--- src/rtl/rv_ctrl_pkg.sv ---
// rv_ctrl_pkg: shared RISC-V opcodes, ALUOp codes and control-word layout
package rv_ctrl_pkg;
  localparam logic [6:0] OP_R     = 7'b0110011;
  localparam logic [6:0] OP_LOAD  = 7'b0000011;
  localparam logic [6:0] OP_STORE = 7'b0100011;
  localparam logic [6:0] OP_BR    = 7'b1100011;
  localparam logic [6:0] OP_IALU  = 7'b0010011;
  localparam logic [1:0] ALU_ADD = 2'b00;
  localparam logic [1:0] ALU_SUB = 2'b01;
  localparam logic [1:0] ALU_R   = 2'b10;
  localparam logic [1:0] ALU_I   = 2'b11;
  typedef struct packed {
    logic [1:0] alu_op;
    logic       alu_src;
    logic       branch_eq;
    logic       branch_gt;
    logic       mem_read;
    logic       mem_write;
    logic       mem_to_reg;
    logic       reg_write;
  } ctrl_word_t;
  localparam int CW_W          = $bits(ctrl_word_t);
  localparam int CW_REG_WRITE  = 0;
  localparam int CW_MEM_TO_REG = 1;
  localparam int CW_MEM_WRITE  = 2;
  localparam int CW_MEM_READ   = 3;
  localparam int CW_BRANCH_GT  = 4;
  localparam int CW_BRANCH_EQ  = 5;
  localparam int CW_ALU_SRC    = 6;
  localparam int CW_ALU_OP     = 7;
endpackage

--- src/rtl/rv_main_decoder.sv ---
// rv_main_decoder: combinational opcode/funct3 decode into a control word
// opcode/funct3 in; cw = control word, illegal = opcode not decodable, uses_rs2 = rs2 is read
module rv_main_decoder import rv_ctrl_pkg::*; #(
  parameter bit ENABLE_BGT = 1'b1
) (
  input  logic [6:0] opcode,
  input  logic [2:0] funct3,
  output ctrl_word_t cw,
  output logic       illegal,
  output logic       uses_rs2
);
  always_comb begin
    cw = '0;
    illegal = 1'b0;
    case (opcode)
      OP_R: begin
        cw.alu_op = ALU_R;
        cw.reg_write = 1'b1;
      end
      OP_LOAD: begin
        cw.alu_op = ALU_ADD;
        cw.alu_src = 1'b1;
        cw.mem_read = 1'b1;
        cw.mem_to_reg = 1'b1;
        cw.reg_write = 1'b1;
      end
      OP_STORE: begin
        cw.alu_op = ALU_ADD;
        cw.alu_src = 1'b1;
        cw.mem_write = 1'b1;
      end
      OP_BR: begin
        if (funct3 == 3'b000) begin
          cw.alu_op = ALU_SUB;
          cw.branch_eq = 1'b1;
        end else if (ENABLE_BGT) begin
          cw.alu_op = ALU_SUB;
          cw.branch_gt = 1'b1;
        end else begin
          illegal = 1'b1;
        end
      end
      OP_IALU: begin
        cw.alu_op = ALU_I;
        cw.alu_src = 1'b1;
        cw.reg_write = 1'b1;
      end
      default: illegal = 1'b1;
    endcase
  end
  assign uses_rs2 = opcode inside {OP_R, OP_STORE, OP_BR};
endmodule

--- src/rtl/pipe_ctrl_unit.sv ---
// pipe_ctrl_unit: pipelined main decoder with load-use stall, branch flush and perf counters
// id_* = ID instruction fields, ex_branch_taken = EX branch resolved taken;
// pc_write/ifid_write/ifid_flush steer IF; ex_*/mem_*/wb_* are the ID/EX, EX/MEM, MEM/WB controls;
// stall_cnt/flush_cnt saturate at all-ones.
module pipe_ctrl_unit import rv_ctrl_pkg::*; #(
  parameter int REG_AW     = 5,
  parameter int CNT_W      = 16,
  parameter int ENABLE_BGT = 1
) (
  input  logic              clk,
  input  logic              rst_n,
  input  logic [6:0]        id_opcode,
  input  logic [2:0]        id_funct3,
  input  logic [REG_AW-1:0] id_rs1,
  input  logic [REG_AW-1:0] id_rs2,
  input  logic [REG_AW-1:0] id_rd,
  input  logic              ex_branch_taken,
  output logic              pc_write,
  output logic              ifid_write,
  output logic              ifid_flush,
  output logic [1:0]        ex_alu_op,
  output logic              ex_alu_src,
  output logic              ex_branch_eq,
  output logic              ex_branch_gt,
  output logic [REG_AW-1:0] ex_rd,
  output logic              mem_read,
  output logic              mem_write,
  output logic              wb_mem_to_reg,
  output logic              wb_reg_write,
  output logic              illegal_id,
  output logic [CNT_W-1:0]  stall_cnt,
  output logic [CNT_W-1:0]  flush_cnt
);
  ctrl_word_t        id_cw, idex;
  logic [REG_AW-1:0] idex_rd;
  logic              uses_rs2, hazard, stall, bubble;
  logic              exmem_mem_to_reg, exmem_reg_write;
  rv_main_decoder #(.ENABLE_BGT(ENABLE_BGT != 0)) u_dec (
    .opcode   (id_opcode),
    .funct3   (id_funct3),
    .cw       (id_cw),
    .illegal  (illegal_id),
    .uses_rs2 (uses_rs2)
  );
  assign hazard = idex.mem_read && idex_rd != '0 &&
                  (idex_rd == id_rs1 || (uses_rs2 && idex_rd == id_rs2));
  // a taken branch squashes the ID instruction anyway, so it wins over a stall
  assign stall      = hazard && !ex_branch_taken;
  assign bubble     = hazard || ex_branch_taken;
  assign pc_write   = !stall;
  assign ifid_write = !stall;
  // gated so the IF side sees no flush while the pipeline is held in reset
  assign ifid_flush = ex_branch_taken && rst_n;
  always_ff @(posedge clk or negedge rst_n) begin
    if (!rst_n) begin
      idex             <= '0;
      idex_rd          <= '0;
      mem_read         <= 1'b0;
      mem_write        <= 1'b0;
      exmem_mem_to_reg <= 1'b0;
      exmem_reg_write  <= 1'b0;
      wb_mem_to_reg    <= 1'b0;
      wb_reg_write     <= 1'b0;
      stall_cnt        <= '0;
      flush_cnt        <= '0;
    end else begin
      idex             <= bubble ? '0 : id_cw;
      idex_rd          <= bubble ? '0 : id_rd;
      mem_read         <= idex.mem_read;
      mem_write        <= idex.mem_write;
      exmem_mem_to_reg <= idex.mem_to_reg;
      exmem_reg_write  <= idex.reg_write;
      wb_mem_to_reg    <= exmem_mem_to_reg;
      wb_reg_write     <= exmem_reg_write;
      if (stall && !(&stall_cnt)) stall_cnt <= stall_cnt + CNT_W'(1);
      if (ex_branch_taken && !(&flush_cnt)) flush_cnt <= flush_cnt + CNT_W'(1);
    end
  end
  assign ex_alu_op    = idex.alu_op;
  assign ex_alu_src   = idex.alu_src;
  assign ex_branch_eq = idex.branch_eq;
  assign ex_branch_gt = idex.branch_gt;
  assign ex_rd        = idex_rd;
endmodule
--- config.mk ---
export PLATFORM = sky130hd
export DESIGN_NAME = pipe_ctrl_unit
export DESIGN_NICKNAME = d
export VERILOG_FILES = /design/src/rtl/rv_ctrl_pkg.sv /design/src/rtl/rv_main_decoder.sv /design/src/rtl/pipe_ctrl_unit.sv
export SDC_FILE = /design/constraint.sdc
export NUM_CORES = 1
export LEC_CHECK = 0
export CAP_MARGIN = 25
export CORE_AREA = 2 2 60 91
export DETAILED_ROUTE_END_ITERATION = 6
export DIE_AREA = 0 0 62 93
export GPL_TIMING_DRIVEN = 0
export MAX_ROUTING_LAYER = met4
export PLACE_DENSITY = 0.84
export SLEW_MARGIN = 30
export SYNTH_ARGS = -nofsm -noshare
export SYNTH_HDL_FRONTEND = slang
export SYNTH_HIERARCHICAL = 1
export SYNTH_SLANG_ARGS = --single-unit
export TNS_END_PERCENT = 100
--- constraint.sdc ---
create_clock -name clk -period 4.71 [get_ports clk]
set_input_delay 0.942 -clock clk [delete_from_list [all_inputs] [get_ports clk]]
set_output_delay 0.942 -clock clk [all_outputs]
set_load 0.005 [all_outputs]
# [After elaboration in Yosys (flattened, before gate mapping)]
# Index checks and enable logic that the tools add are counted.
[totals] regBits=52 out_inout_bits=50
[op_classes] addsub=2 eq_ne=7 mux=11 reduce_logical=21
[ops] op="adder 16 x 1 -> 16 bit (second input constant)" count=2
[ops] op="AND reduction 16 bit" count=2
[ops] op="equality test 7 x 6 -> 1 bit (second input constant)" count=2
[ops] op="equality test 5 bit" count=2
[ops] op="2-to-1 mux 9 bit" count=1
[ops] op="equality test 7 x 2 -> 1 bit (second input constant)" count=1
[ops] op="equality test 7 x 5 -> 1 bit (second input constant)" count=1
[ops] op="equality test 7 bit (second input constant)" count=1
[ops] op="logical AND 1 bit" count=7
[ops] op="2-to-1 mux 1 bit" count=7
[ops] op="case mux 2 bit (3 select lines)" count=1
[ops] op="OR reduction 3 bit" count=2
[ops] op="2-to-1 mux 5 bit" count=1
[ops] op="nonzero test 5 bit" count=1
[ops] op="OR reduction 5 bit" count=1
[ops] op="zero test 1 bit" count=4
[ops] op="zero test 3 bit" count=1
[ops] op="nonzero test 3 bit" count=1
[ops] op="logical OR 1 bit" count=2
[ops] op="2-to-1 mux 2 bit" count=1

# [Logic depth before layout (Yosys ltp)]
[depth] depth_word=7 mapped_depth=8 mapped_depth_nobuf=6

# [Hierarchy]
# Netlist, hierarchy kept.
[by_module_without_submodules] module="pipe_ctrl_unit" instances=1 cells_each=201 area_each_um2=2298.5 seq_area_each_um2=1301.2
[by_module_without_submodules] module="rv_main_decoder" instances=1 cells_each=19 area_each_um2=137.6 seq_area_each_um2=0.0

# [Least setup slack after synthesis]
# OpenSTA, ideal clock, no wires.
[synth_timing] path_type="input to output" start="input id_opcode[2]" end="output pc_write" t_arrival_ns=2.277 required_time_ns=3.768 slack_ns=1.491 path_stages=8 path_cell_list="nand4bb_1 > buf_2 > a211oi_1 > nand2_1 > o22ai_2 > buf_2 > nand2_1 > buf_4"
[synth_between] elab_chain_cells=7 word_cells_on_any_way=9 classes_between="eq/ne (3); reduce/logical (6)"
[synth_lines] item="start, declared" line="pipe_ctrl_unit.sv:12" rtl="input logic [6:0] id_opcode,"
[synth_lines] item="equality test 7 x 6 -> 1 bit / equality test 7 bit (equally long branches)" line="rv_main_decoder.sv:51" rtl="assign uses_rs2 = opcode inside {OP_R, OP_STORE, OP_BR};"
[synth_lines] item="nonzero test 3 bit *" line="rv_main_decoder.sv:51"
[synth_lines] item="net uses_rs2" line="pipe_ctrl_unit.sv:36" rtl="logic uses_rs2, hazard, stall, bubble;"
[synth_lines] item="logical AND 1 bit *" line="pipe_ctrl_unit.sv:46" rtl="(idex_rd == id_rs1 || (uses_rs2 && idex_rd == id_rs2));"
[synth_lines] item="logical OR 1 bit *" line="pipe_ctrl_unit.sv:46"
[synth_lines] item="logical AND 1 bit *" line="pipe_ctrl_unit.sv:45" rtl="assign hazard = idex.mem_read && idex_rd != '0 &&"
[synth_lines] item="logical AND 1 bit *" line="pipe_ctrl_unit.sv:48" rtl="assign stall = hazard && !ex_branch_taken;"
[synth_lines] item="zero test 1 bit *"
[synth_lines] item="end, declared" line="pipe_ctrl_unit.sv:18" rtl="output logic pc_write,"
# Mark *: on every way through the listed nets, which the timed path passes. The rest lies on a longest branch.

# [Worst setup path after layout]
[layout_timing] start="input id_opcode[2]" end="output pc_write"
[layout_between] elab_chain_cells=7 word_cells_on_any_way=9 classes_between="eq/ne (3); reduce/logical (6)"
[layout_lines] item="equality test 7 x 6 -> 1 bit / equality test 7 bit (equally long branches)" line="rv_main_decoder.sv:51"
[layout_lines] item="nonzero test 3 bit *" line="rv_main_decoder.sv:51"
[layout_lines] item="net uses_rs2" line="pipe_ctrl_unit.sv:36"
[layout_lines] item="logical AND 1 bit *" line="pipe_ctrl_unit.sv:46"
[layout_lines] item="logical OR 1 bit *" line="pipe_ctrl_unit.sv:46"
[layout_lines] item="logical AND 1 bit *" line="pipe_ctrl_unit.sv:45"
[layout_lines] item="logical AND 1 bit *" line="pipe_ctrl_unit.sv:48"
[layout_lines] item="zero test 1 bit *" line="pipe_ctrl_unit.sv:50" rtl="assign pc_write = !stall;"
# Marked as above.

==> out/metrics.yaml <==
tritoncts: "yes"
row_count: 32
drt_iter0_markers: 107
tns_ns: 0
netlist_area_um2: 2440
critical_path_required_ns: 3.77
initial_core_util_pct: 48.7
grt_pass1_wl_um: 7840
dieArea_um2: 5770
layout-drive-gt1-share_pct: 9.54
htree_levels: 2
status: "complete, no violations"
cts_setup_buffers: 0
yosysSeqAreaShare_pct: 53.4
grt_overflow: 0
path_cells: "clkdlybuf4s50_1, nand4bb_1, buf_2, a211oi_1, nand2_1, o22ai_2, buf_2, nand2_1, buf_4, clkdlybuf4s50_1"
core_area_um2: 5000
clock_skew_ns: 0.0109
cts_sinks: 52
cp.arrival_ns: 3.38
p_leak_nw: 1.38
ys_warn_count: 6
grt_max_degree: 54
crit_path_max_incr_delay_ns: 0.43
fmax_ghz: 0.231
postCtsHoldBufs: 0
avgViaCountPerCell: 5.07
ys_types: 36
ctsResizeCount: 0
track_usage_pct: 18.4
syn_nets: 250
post-route-drc-count: 0
end_kind: "output port"
insertion_delay_ns: 0.31
total_power_mw: 1.02
hpwl_um: 3830
fp.dieW_um: 62
tightest_slew_ns: 0.631
synthArstFlopShare_pct: 100
routed_wl_um: 4930
diodes: 0
final-hold-violation-count: 0
io_pins: 78
antenna_left: 0
routedWlPerCell_um: 13.3
synthFlopType: "dfrtp_1"
max-slew-margin-rel_pct: 57.9
cellPowerDensity_nw_per_um2: 301
critPathLaunchType: "primary input"
cap_viol_max_count: 0
io_buffers: 76
ys_seq_elements: 52
peakVddDrop_mv: 0.178
clockBufferDepth: 2
finalMaxSlewViolations: 0
synth_edf_count: 0
syn_inst: 220
place_area_um2: 3280
final.period_utilization_pct: 91.8
crit_type: "primary input to output port"
fin_area_um2: 3370
period_minus_slack_ns: 4.32
die_y_um: 93
cts-buffers-inserted: 5
antenna_found_initial: 0
whs_ns: 0.341
clk_pin_slew_ns: 0.10
setup_viol: 0
worst-path-max-fanout: 10
grt_pass1_vias: 1769
slowest_stage: "clkdlybuf4s50_1"
syn_avg_cell_area_um2: 11.1
globalplace.congestion: 0.892
vias: 1885
clockRootBuffer: "clkbuf_8"
path_buf_inv: 5
layout-area-overhead-vs-synth_pct: 38.5
hp-class: "flop to flop"
fin_nets: 333
critPathTopFamily: "buffers and inverters"
rsz0062_at_grt: "no"
first_pass_iters: 4
-- Yosys cell counts (2+ instances only) --
master / n / area, um^2
mux2_2: 2 / 22.5
buf_6: 3 / 33.8
buf_4: 4 / 30.0
nand4_1: 12 / 75.1
buf_2: 3 / 15.0
nor2_1: 10 / 37.5
nand3_1: 17 / 85.1
dfrtp_1: 52 / 1300
nor4_1: 2 / 12.5
nand3b_1: 2 / 15.0
xnor2_1: 33 / 289
inv_1: 5 / 18.8
ha_1: 2 / 25.0
nand2_1: 14 / 52.6
a211oi_1: 2 / 15.0
and4_1: 2 / 17.5
and2_1: 15 / 93.8
nor3_1: 12 / 60.1
xor2_1: 6 / 52.6
and3_1: 4 / 25.0
nor3b_1: 3 / 22.5
-- cells by family after synthesis --
kind of cell,Yosys count,synth area share (%)
fa+ha+maj,2,1.03
buf+inv,16,4.16
simple gates,99,22.4
xor+xnor,39,14.0
flops,52,53.4
mux,2,0.924
compound gates,10,4.06
-- cell usage in the layout, fill, tap and decap left out, drive strengths merged, types with 3 or more instances in the layout --
cell type and n:
nand3 17, dfrtp 52, nand4 12, nor2 10
xor2 6, nor3b 3, and3 4, buf 11
nor3 12, a211oi 3, xnor2 33, clkbuf 5
clkdlybuf4s50 75, and2 15, inv 8, nand2 14
-- power by group --
group          internal (mW)  leakage (nW)  switching [mW]
logic                  0.135         0.631          0.0814
clock network          0.108        0.0452           0.149
registers              0.488         0.702          0.0548
total                  0.731          1.38           0.285
-- worst paths after layout --
path                            startpoint                to  slack (ns)  cells after the start
setup / recovery              id_opcode[2]          pc_write        0.39                     10
hold / removal             exmem_reg_write      wb_reg_write        0.34                      0
setup reg to reg              stall_cnt[0]      stall_cnt[6]        2.71                      7
hold reg to reg            exmem_reg_write      wb_reg_write        0.34                      0
max in group asynchronous            rst_n  exmem_mem_to_reg        3.63                      1
min in group asynchronous            rst_n     stall_cnt[12]        0.66                      1
-- cell type report --
class | count | area (um^2)
fillers | 384 | 1630
flip-flops and latches | 52 | 1300
multi-input cells | 152 | 1030
repair buffers | 76 | 758
well taps | 68 | 85.1
plain buffers | 10 | 78.8
clock buffers | 5 | 68.8
clock inverters | 3 | 25.0
inverters | 6 | 22.5
-- per-stage QoR --
stage               setup slack, ns  util (%)  instances
floorplan                      1.49         -        220
global placement            -0.0997      65.6        364
detailed placement            0.353      65.5        364
CTS                           0.354      67.4        372
global route                  0.234      67.4        372
finish                        0.386      67.4        372
-- per-layer routing --
| layer | routed length (um) | GRT usage (%) |
|---|---|---|
| met1 | 1930 | 19.9 |
| met2 | 2670 | 30.9 |
| met3 | 192 | 4.01 |
| met4 | 137 | 8.51 |
| met5 | 0 | - |
(Power assumes the default switching activity.)
